$ cat config.mk
export PLATFORM = sky130hd
export DESIGN_NAME = rect_fill_ctrl
export DESIGN_NICKNAME = d
export VERILOG_FILES = /design/src/rtl/rect_fill_ctrl.sv
export SDC_FILE = /design/constraint.sdc
export NUM_CORES = 1
export LEC_CHECK = 0
export ABC_AREA = 1
export CAP_MARGIN = 20
export CELL_PAD_IN_SITES_DETAIL_PLACEMENT = 0
export CELL_PAD_IN_SITES_GLOBAL_PLACEMENT = 1
export CORE_AREA = 2 2 103 105
export CTS_CLUSTER_SIZE = 10
export DETAILED_ROUTE_END_ITERATION = 16
export DIE_AREA = 0 0 105 107
export GPL_TIMING_DRIVEN = 1
export PLACE_DENSITY_LB_ADDON = 0.1
export SETUP_SLACK_MARGIN = 0.3
export SYNTH_ARGS = -nofsm -noshare
export SYNTH_HDL_FRONTEND = slang
export SYNTH_SLANG_ARGS = --single-unit
export TNS_END_PERCENT = 100
$ cat constraint.sdc
create_clock -name clk -period 2.8 [get_ports clk]
set_input_delay 0.28 -clock clk [delete_from_list [all_inputs] [get_ports clk]]
set_output_delay 0.28 -clock clk [all_outputs]
set_load 0.005 [all_outputs]
$ cat src/rtl/rect_fill_ctrl.sv
// rect_fill_ctrl: clipped rectangle fill engine with CPU-priority frame buffer write arbitration
module rect_fill_ctrl #(
  parameter int WIDTH        = 160,
  parameter int HEIGHT       = 120,
  parameter int BITSPERPIXEL = 8
) (
  input  logic                    clk,
  input  logic                    reset_n,
  input  logic                    start,
  input  logic                    abort,
  input  logic [7:0]              x0,
  input  logic [7:0]              y0,
  input  logic [7:0]              x1,
  input  logic [7:0]              y1,
  input  logic [BITSPERPIXEL-1:0] fill_color,
  output logic                    busy,
  output logic                    done,
  input  logic                    cpu_write,
  input  logic [7:0]              cpu_x,
  input  logic [7:0]              cpu_y,
  input  logic [BITSPERPIXEL-1:0] cpu_color,
  output logic [7:0]              fb_x,
  output logic [7:0]              fb_y,
  output logic [BITSPERPIXEL-1:0] fb_color,
  output logic                    fb_write
);
  typedef enum logic [1:0] {IDLE, SETUP, FILL, DONE} state_t;
  localparam logic [7:0] XMAX = 8'(WIDTH - 1);
  localparam logic [7:0] YMAX = 8'(HEIGHT - 1);
  state_t                  state_q, state_d;
  logic [7:0]              x0_q, x0_d, y0_q, y0_d, x1_q, x1_d, y1_q, y1_d;
  logic [7:0]              cx_q, cx_d, cy_q, cy_d;
  logic [BITSPERPIXEL-1:0] col_q, col_d;
  logic [7:0]              x1c, y1c;
  logic                    empty, fill_wr, cpu_sel;
  always_ff @(posedge clk or negedge reset_n) begin
    if (!reset_n) begin
      state_q <= IDLE;
      x0_q    <= '0;
      y0_q    <= '0;
      x1_q    <= '0;
      y1_q    <= '0;
      cx_q    <= '0;
      cy_q    <= '0;
      col_q   <= '0;
    end else begin
      state_q <= state_d;
      x0_q    <= x0_d;
      y0_q    <= y0_d;
      x1_q    <= x1_d;
      y1_q    <= y1_d;
      cx_q    <= cx_d;
      cy_q    <= cy_d;
      col_q   <= col_d;
    end
  end
  always_comb begin
    state_d = state_q;
    x0_d    = x0_q;
    y0_d    = y0_q;
    x1_d    = x1_q;
    y1_d    = y1_q;
    cx_d    = cx_q;
    cy_d    = cy_q;
    col_d   = col_q;
    fill_wr = 1'b0;
    x1c     = (x1_q > XMAX) ? XMAX : x1_q;
    y1c     = (y1_q > YMAX) ? YMAX : y1_q;
    empty   = (x0_q > x1c) || (y0_q > y1c) || (x0_q >= 8'(WIDTH)) || (y0_q >= 8'(HEIGHT));
    case (state_q)
      IDLE: begin
        if (start && !abort) begin
          x0_d    = x0;
          y0_d    = y0;
          x1_d    = x1;
          y1_d    = y1;
          col_d   = fill_color;
          state_d = SETUP;
        end
      end
      SETUP: begin
        if (abort) begin
          state_d = IDLE;
        end else begin
          x1_d    = x1c;
          y1_d    = y1c;
          cx_d    = x0_q;
          cy_d    = y0_q;
          state_d = empty ? DONE : FILL;
        end
      end
      FILL: begin
        if (abort) begin
          state_d = IDLE;
        end else if (!cpu_write) begin
          // x1_q/y1_q already hold the clamped corner once SETUP has run
          fill_wr = 1'b1;
          cx_d    = (cx_q == x1_q) ? x0_q : cx_q + 8'd1;
          cy_d    = (cx_q == x1_q) ? cy_q + 8'd1 : cy_q;
          state_d = (cx_q == x1_q && cy_q == y1_q) ? DONE : FILL;
        end
      end
      default: state_d = IDLE;
    endcase
  end
  assign busy     = (state_q == SETUP) || (state_q == FILL);
  assign done     = (state_q == DONE);
  assign cpu_sel  = cpu_write && reset_n;
  assign fb_write = cpu_sel || fill_wr;
  assign fb_x     = cpu_sel ? cpu_x     : fill_wr ? cx_q  : '0;
  assign fb_y     = cpu_sel ? cpu_y     : fill_wr ? cy_q  : '0;
  assign fb_color = cpu_sel ? cpu_color : fill_wr ? col_q : '0;
endmodule

After elaboration in Yosys (flattened, before gate mapping)
Index checks and enable logic that the tools add are counted.
{"block": "totals", "regBits": 58, "out_inout_bits": 27, "elab_cells": 78}
{"block": "op_classes", "n_addsub": 2, "order_cmp": 6, "eq_ne": 11, "n_mux": 34, "reduce_logical": 17}
{"operator": "2-to-1 mux 8 bit", "count": 20}
{"operator": "case mux 8 bit (2 select lines)", "count": 4}
{"operator": "adder 8 x 1 -> 8 bit (second input constant)", "count": 2}
{"operator": "== test 8 bit", "count": 2}
{"operator": "> comparator 8 bit", "count": 2}
{"operator": "inequality test 2 bit (second input constant)", "count": 5}
{"operator": "greater-or-equal comparator 8 x 7 -> 1 bit (second input constant)", "count": 1}
{"operator": "greater-or-equal comparator 8 bit (second input constant)", "count": 1}
{"operator": "> comparator 8 x 7 -> 1 bit (second input constant)", "count": 1}
{"operator": "> comparator 8 bit (second input constant)", "count": 1}
{"operator": "2-to-1 mux 2 bit", "count": 4}
{"operator": "case mux 2 bit (3 select lines)", "count": 1}
{"operator": "logical OR 1 bit", "count": 5}
{"operator": "2-to-1 mux 1 bit", "count": 5}
{"operator": "AND reduction 5 bit", "count": 1}
{"operator": "== test 2 bit (second input constant)", "count": 2}
{"operator": "AND reduction 2 bit", "count": 2}
{"operator": "AND reduction 4 bit", "count": 1}
{"operator": "nonzero test 2 bit", "count": 2}
{"operator": "logical AND 1 bit", "count": 3}
{"operator": "inequality test 3 bit (second input constant)", "count": 1}
{"operator": "AND reduction 3 bit", "count": 1}
{"operator": "== test 2 x 1 -> 1 bit (second input constant)", "count": 1}
{"operator": "logical NOT 2 bit", "count": 1}
{"operator": "logical NOT 1 bit", "count": 1}

Longest topological paths before layout
{"block": "logic_depth", "word_depth": 9, "depth_mapped": 18}

Worst setup path before layout
No wires, ideal clock.
{"block": "synth_timing", "path_kind": "flip-flop to flip-flop", "start": "register x1_q[6]", "end": "register state_q[0]", "setup_ns": 0.116, "arrival_ns": 1.773, "required_time_ns": 2.684, "slack_ns": 0.911, "stages_incl_launch_ff": 16, "period_less_slack_ns": 1.889, "cell_sequence": "dfrtp_1 inv_1 a21oi_1 inv_1 nand2_1 ha_1 a21oi_1 nor2_1 nor2_1 nand2_1 nand2_1 nand3_1 nand2_1 nand2_1 nand2_1 nand2_1"}
{"block": "synth_via", "elab_chain_len": 9, "word_cells_on_any_way": 14}
{"element": "start, declared", "line": "31", "rtl": "logic [7:0] x0_q, x0_d, y0_q, y0_d, x1_q, x1_d, y1_q, y1_d;"}
{"element": "start signal, assigned", "line": "41", "rtl": "x1_q <= '0;"}
{"element": "start signal, assigned", "line": "50", "rtl": "x1_q <= x1_d;"}
{"element": "> comparator 8 bit", "line": "67", "rtl": "x1c = (x1_q > XMAX) ? XMAX : x1_q;"}
{"element": "2-to-1 mux 8 bit", "line": "67"}
{"element": "> comparator 8 bit", "line": "69", "rtl": "empty = (x0_q > x1c) || (y0_q > y1c) || (x0_q >= 8'(WIDTH)) || (y0_q >= 8'(HEIGHT));"}
{"element": "logical OR 1 bit (3 in series)", "line": "69"}
{"element": "2-to-1 mux 1 bit", "line": "89", "rtl": "state_d = empty ? DONE : FILL;"}
{"element": "2-to-1 mux 2 bit", "line": "82", "rtl": "if (abort) begin"}
{"element": "case mux 2 bit (3 select lines) *", "line": "70", "rtl": "case (state_q)"}
{"element": "end signal, assigned", "line": "47", "rtl": "state_q <= state_d;"}
{"element": "end, declared", "line": "30", "rtl": "state_t state_q, state_d;"}
Every way passes the cells marked *; elsewhere a longest branch is shown, timed or not. The select of a mux whose other input is x is not followed.
A chain may end at the register's enable or synchronous reset.

Worst setup path in the final report
{"block": "layout_timing", "start": "register state_q[1]", "end": "output port fb_color[2]"}
{"block": "layout_via", "elab_chain_len": 4}
{"element": "== test 2 bit", "line": "70"}
{"element": "2-to-1 mux 1 bit", "line": "70"}
{"element": "2-to-1 mux 8 bit (2 in series)", "line": "112", "rtl": "assign fb_color = cpu_sel ? cpu_color : fill_wr ? col_q : '0;"}
{"element": "end, declared", "line": "24", "rtl": "output logic [BITSPERPIXEL-1:0] fb_color,"}
No other way between the ends.

==> metrics.txt <==
# TYPE chip_impl_metric gauge
chip_impl_metric{name="clk-insertion-delay-late",unit="ns"} 0.34
chip_impl_metric{name="netlist_instances",unit=""} 487
chip_impl_metric{name="worst_slack",unit="ns"} 0.378
chip_impl_metric{name="final_wl",unit="um"} 11600
chip_impl_info{name="category_of_the_worst_setup_path_capture_point",value="output port"} 1
chip_impl_metric{name="synth_simple_gate_area_share",unit=""} 0.190
chip_impl_info{name="synthFlopType",value="dfrtp_1"} 1
chip_impl_metric{name="n_fill_cell",unit=""} 1027
chip_impl_metric{name="clockBufferDepth",unit=""} 2
chip_impl_metric{name="worstPathBufferInverterCount",unit=""} 7
chip_impl_metric{name="clock.fmax",unit="MHz"} 413
chip_impl_metric{name="avgRoutedWirePerCell",unit="um"} 15.7
chip_impl_metric{name="num_vias",unit=""} 3719
chip_impl_metric{name="setup_viol_count_final",unit=""} 0
chip_impl_metric{name="max_stage_delay",unit="ns"} 0.43
chip_impl_metric{name="grt_use_total",unit=""} 0.217
chip_impl_metric{name="boundaryPins",unit=""} 96
chip_impl_metric{name="timing.slew.headroom",unit=""} 0.621
chip_impl_metric{name="final_layout_size_suffix_gt1_frac",unit=""} 0.137
chip_impl_metric{name="worst_ep_required_time",unit="ns"} 2.52
chip_impl_metric{name="synth.distinct_cells",unit=""} 36
chip_impl_metric{name="detailedRoute.firstPassIterationCount",unit=""} 4
chip_impl_metric{name="totalNegativeSetupSlack",unit="ns"} 0
chip_impl_metric{name="cp_max_fo",unit=""} 3
chip_impl_info{name="cts_tree",value="yes"} 1
chip_impl_metric{name="multiInputGateArea",unit="um2"} 2110
chip_impl_metric{name="synthAdderAreaFrac",unit=""} 0.0714
chip_impl_metric{name="grt_first_pass_wirelength",unit="um"} 19000
chip_impl_metric{name="antenna_found_initial",unit=""} 0
chip_impl_metric{name="slew_viol_final",unit=""} 0
chip_impl_metric{name="synth-edff-count",unit=""} 0
chip_impl_metric{name="yosys.area_share.xor_xnor",unit=""} 0.0341
chip_impl_info{name="hold_path.class",value="in -> async"} 1
chip_impl_metric{name="area_growth",unit="%"} 36.9
chip_impl_info{name="clockRootBuffer",value="clkbuf_8"} 1
chip_impl_info{name="critPathKind",value="reg -> out"} 1
chip_impl_metric{name="clkTransAtPathRegs",unit="ns"} 0.07
chip_impl_metric{name="floorplan.die.width",unit="um"} 105
chip_impl_info{name="worstReg2RegStart",value="state_q[1]"} 1
chip_impl_metric{name="synth_compound_area_frac",unit=""} 0.198
chip_impl_metric{name="yosysWarnings",unit=""} 0
chip_impl_metric{name="worst_slew_pin_slew",unit="ns"} 0.566
chip_impl_metric{name="final.min_clock_period",unit="ns"} 2.42
chip_impl_info{name="crit_chain",value="ha_4, inv_8, nor2_4, inv_2, nor2_4, buf_12, buf_6, buf_4, buf_4, a32o_1, dlygate4sd2_1"} 1
chip_impl_metric{name="syn-cell-area",unit="um2"} 3860
chip_impl_metric{name="dp_worst_setup_slack",unit="ns"} 0.458
chip_impl_metric{name="clock_sink_count",unit=""} 58
chip_impl_metric{name="numPortBuffers",unit=""} 95
chip_impl_metric{name="gp_routability_congestion",unit=""} 0.869
chip_impl_metric{name="fp.coreArea",unit="um2"} 10100
chip_impl_info{name="run_status",value="completed"} 1
chip_impl_metric{name="synth.mux.area_fraction",unit=""} 0.0461
chip_impl_metric{name="synth-async-reset-ratio",unit=""} 1.00
chip_impl_metric{name="seqCellArea",unit="um2"} 1450
chip_impl_metric{name="ir_drop",unit="uV"} 469
chip_impl_metric{name="initial_standard_cell_utilization_of_the_core",unit=""} 0.382
chip_impl_metric{name="cts_max_level",unit=""} 3
chip_impl_metric{name="cts_inserted_buffers",unit=""} 9
chip_impl_info{name="synth_top_family_by_area",value="compound AO/OA/AOI/OAI gates"} 1
chip_impl_metric{name="num-nets-final",unit=""} 692
chip_impl_info{name="crit_path_start_kind",value="flip-flop"} 1
chip_impl_info{name="critical_path.startpoint",value="state_q[1]"} 1
chip_impl_metric{name="hpwlAfterDp",unit="um"} 8640
chip_impl_info{name="critPathTopFamily",value="buffers and inverters"} 1
chip_impl_metric{name="cp_data_arrival_time",unit="ns"} 2.14
chip_impl_metric{name="synth.ff_latch_count",unit=""} 58
chip_impl_metric{name="dieArea",unit="um2"} 11200
chip_impl_metric{name="route.detailed.vias_per_inst",unit=""} 5.01
chip_impl_metric{name="detail-route-antenna-nets",unit=""} 0
chip_impl_metric{name="drv_cap",unit=""} 0
chip_impl_info{name="critical_path.slowest_cell",value="dfrtp_2"} 1
chip_impl_metric{name="drc",unit=""} 0
chip_impl_metric{name="power.density_cell_area",unit="nW/um2"} 1000
chip_impl_metric{name="number_of_global_route_vias_before_repair",unit=""} 3624
chip_impl_metric{name="min_period_over_period",unit=""} 0.865
chip_impl_metric{name="postSynthNetCount",unit=""} 578
chip_impl_metric{name="detailedRoute.firstIterationViolations",unit=""} 202
chip_impl_metric{name="row_count",unit=""} 37
chip_impl_info{name="unrepaired_setup_endpoints_after_global_routing",value="false"} 1
chip_impl_metric{name="total_leakage_power",unit="nW"} 2.52
chip_impl_metric{name="die_h",unit="um"} 107
chip_impl_metric{name="synthesis.area_per_instance",unit="um2"} 7.92
chip_impl_metric{name="antenna_cells_inserted",unit=""} 0
chip_impl_metric{name="hold_viol_final",unit=""} 0
chip_impl_metric{name="maximum_number_of_pins_on_one_net_before_global_route_repair",unit=""} 46
chip_impl_metric{name="globalRoute.totalOverflow",unit=""} 0
chip_impl_metric{name="clock-skew-final",unit="ns"} 0.0145
chip_impl_metric{name="synth-seq-area-share",unit=""} 0.376
metal layers:
metal | vias to the layer above | routed length [um] | global-route usage
li1 | 1867 | - | -
met1 | 1723 | 5670 | 0.312
met2 | 123 | 5050 | 0.324
met3 | 6 | 829 | 0.0498
met4 | 0 | 87 | 0.0657
met5 | - | 0 | 0
cell usage after synthesis (all sizes together) (2+ instances only):
master	instances	share of area
o21ai	54	0.081
dfrtp	58	0.38
mux2	14	0.041
nand4	5	0.0081
buf	10	0.017
o31ai	2	0.0039
xnor2	8	0.018
a32o	12	0.031
xor2	7	0.016
a21oi	36	0.048
ha	22	0.071
o22ai	9	0.015
nor2	47	0.050
clkbuf	10	0.0097
inv	59	0.057
o21a	2	0.0039
nor3	6	0.0078
nand2	89	0.090
o211ai	4	0.0078
a22oi	3	0.0058
nand3	25	0.032
mux2i	2	0.0052
sequential cells by signal, summed over array words and instances (netlist names):
name	count
col_q	8
cx_q	8
cy_q	8
state_q	2
x0_q	8
x1_q	8
y0_q	8
y1_q	8
layout make-up:
cell class,count,area share
multi-input combinational,350,0.399
sequential,58,0.275
timing repair buffer,122,0.218
inverter,59,0.0443
tap,136,0.0322
clock buffer,13,0.0282
clock inverter,3,0.00284
timing repair inverter,1,0.00118
per-stage QoR:
step                hold slack [ns]  instances   util  power, mW  instance area, um2
detailed placement            0.281        708  0.490       4.55                4950
global route                  0.476        742  0.523       5.82                5280
global placement              0.274        708  0.490       4.48                4950
floorplan                   -0.0156        487      -       3.66                3860
finish                        0.458        742  0.523       5.29                5280
CTS                           0.453        737  0.518       5.27                5220
path summary, 6_finish.rpt:
kind | to | slack [ns] | cells past startpoint
min in group clk | col_q[1] | 0.51 | 1
worst min register to register | col_q[1] | 0.51 | 1
worst min-delay path | col_q[4] | 0.46 | 2
max in group asynchronous | cx_q[6] | 1.57 | 3
worst max register to register | cx_q[6] | 0.52 | 14
worst max-delay path | fb_color[2] | 0.38 | 11
cell usage in the layout, fill, tap and decap left out, types with 4 or more instances in the layout:
cell	instances
a21oi_1	35
a32o_1	12
buf_4	24
clkbuf_8	10
clkdlybuf4s50_1	70
dfrtp_1	57
dlygate4sd2_1	21
ha_1	21
inv_1	52
inv_2	5
mux2_2	14
nand2_1	86
nand3_1	25
nand4_1	5
nor2_1	42
nor3_1	6
o211ai_1	4
o21ai_0	37
o21ai_1	8
o21ai_2	8
o22ai_1	9
xnor2_1	8
xor2_1	7
where the power goes:
part	internal [mW]	switching [mW]	total [mW]
Sequential	1.27	0.455	1.72
Combinational	1.23	1.66	2.89
Clock	0.342	0.338	0.680
timing repair:
| item | CTS | global route |
|---|---|---|
| gates resized for setup | 35 | 8 |
| setup buffers | 10 | 5 |
| pin swaps | 2 | 2 |
| gates cloned | 2 | 0 |
| setup endpoints to repair | 24 | 18 |
| hold buffers | 1 | 0 |
| endpoints found under the hold margin | 18 | 0 |
kinds of logic after synthesis:
kind of cell    count (synthesis)
compound gates                123
other cells                     1
buf+inv                        79
simple gates                  173
mux                            16
xor+xnor                       15
fa+ha+maj                      22
flops                          58
(Power assumes the default switching activity.)
==> variant, RTL diff (same flow settings) <==
Set the parameter `HEIGHT` to 60 (it was 120).
--- a/src/rtl/rect_fill_ctrl.sv
+++ b/src/rtl/rect_fill_ctrl.sv
@@ -2,5 +2,5 @@
 module rect_fill_ctrl #(
   parameter int WIDTH        = 160,
-  parameter int HEIGHT       = 120,
+  parameter int HEIGHT       = 60,
   parameter int BITSPERPIXEL = 8
 ) (
Formal check against the unedited RTL: not equivalent (Yosys sat finds a counterexample within 4 cycles, from zero or initial values and one cycle with reset_n low).
==> variant against the original RTL <==
Sequential cell count unchanged. Design area down 1.4%. Non-clock buffer count decreased by 13. Via count increased by 0.65%. Critical path depth decreased by 2. Maximum frequency fell by 0.26%. Register-to-register slack improved by 0.16 ns. Total power decreased by 1.3%. Area after synthesis up 0.91%. Setup slack worse by 0.0063 ns. Count of clock-buffer cells in the layout grew 1. Routed wire length fell by 2.4%. Largest power group unchanged. Highest routed layer unchanged.
==> variant: results <==
[synthesis]
synth_adder_area_share_pct = 7.07
synthTopCellsByArea = "dfrtp_1, nand2_1, ha_1"
ys_seq_area_share_pct = 37.3
synth.distinct_cells = 38
synth_cells = 506
synth_xor_area_share_pct = 2.70
synth.mux.area_fraction_pct = 4.85
synthTopCellsByCount = "nand2_1, dfrtp_1, inv_1, nor2_1, o21ai_0"
synth_compound_area_share_pct = 16.2

[global_route]
grt_max_degree = 48
grt_use_total_pct = 21.1
grt_use_met1_pct = 24.5
grt_pass1_wl_mm = 18.6
use_met2_pct = 39.1

[drt]
dr_wl_met3_um = 400
vias = 3743
drtIter0Drc = 140
wl_per_cell_um = 15.2
drtPass1Iterations = 6
met1Wirelength_mm = 4.78
dr_wl_met2_mm = 6.04
routed.top_layer = "met4"

[placement]
place_hpwl_mm = 8.77
placedCellCount = 730
pre_cts_ws_ns = 0.482

[cells_and_area]
nNetsFinal = 698
drive_gt1_share_pct = 10.1
fillers = 1078
multiInputGateArea_sq_um = 2130
final_cells = 748

[timing]
relSlewSlack_pct = 65.1
clock.fmax_ghz = 0.412
skew_ns = 0.00782
holdWs_ns = 0.461

[pwr]
p_int_mw = 2.83
p_leak_nw = 2.43
seqPwrFrac_pct = 33.0
power_mw = 5.22
peakVddDrop_uv = 504

[cts]
insertion_delay_ns = 0.35

[critical_path]
crit_path_top_delay_cell = "clkdlybuf4s50_1"
r2r_cells = 10
r2r_start = "state_q[0]"
r2r_slack_ns = 0.68
reg2reg_to = "cx_q[3]"

[outcome]
status = "finished, final reports clean"
-- variant: changes by cell type in the layout (fill, tap and decap cells not counted), sizes merged, moves of 6 or more --
cell / delta
nand2: +30
a21oi: -6
clkdlybuf4s50: +21
nand3: +10
buf: -13
dlygate4sd2: -19
-- variant: worst min-delay path by stage --
stage,start,endpoint,cells after the start
floorplan,reset_n,col_q[0],0
CTS,reset_n,cy_q[6],2
detailed placement,reset_n,cy_q[6],1
finish,reset_n,cy_q[6],2
global placement,reset_n,cy_q[6],1
global route,reset_n,y0_q[5],2
-- variant: final cells by class --
type                    count  area share [%]
inverters                  56            4.23
well taps                 136            3.27
clock buffers              14            3.31
multi-input cells         373            40.8
repair buffers            109            20.3
flip-flops and latches     58            27.9
clock inverters             2           0.192
-- variant: timing repair --
| action | 4_1_cts | 5_1_grt |
|---|---|---|
| buffers inserted | 0 | 1 |
| setup endpoints to repair | 25 | 22 |
| resized for setup | 12 | 9 |
| hold endpoints to repair | 21 | 0 |
| hold buffers | 1 | 0 |
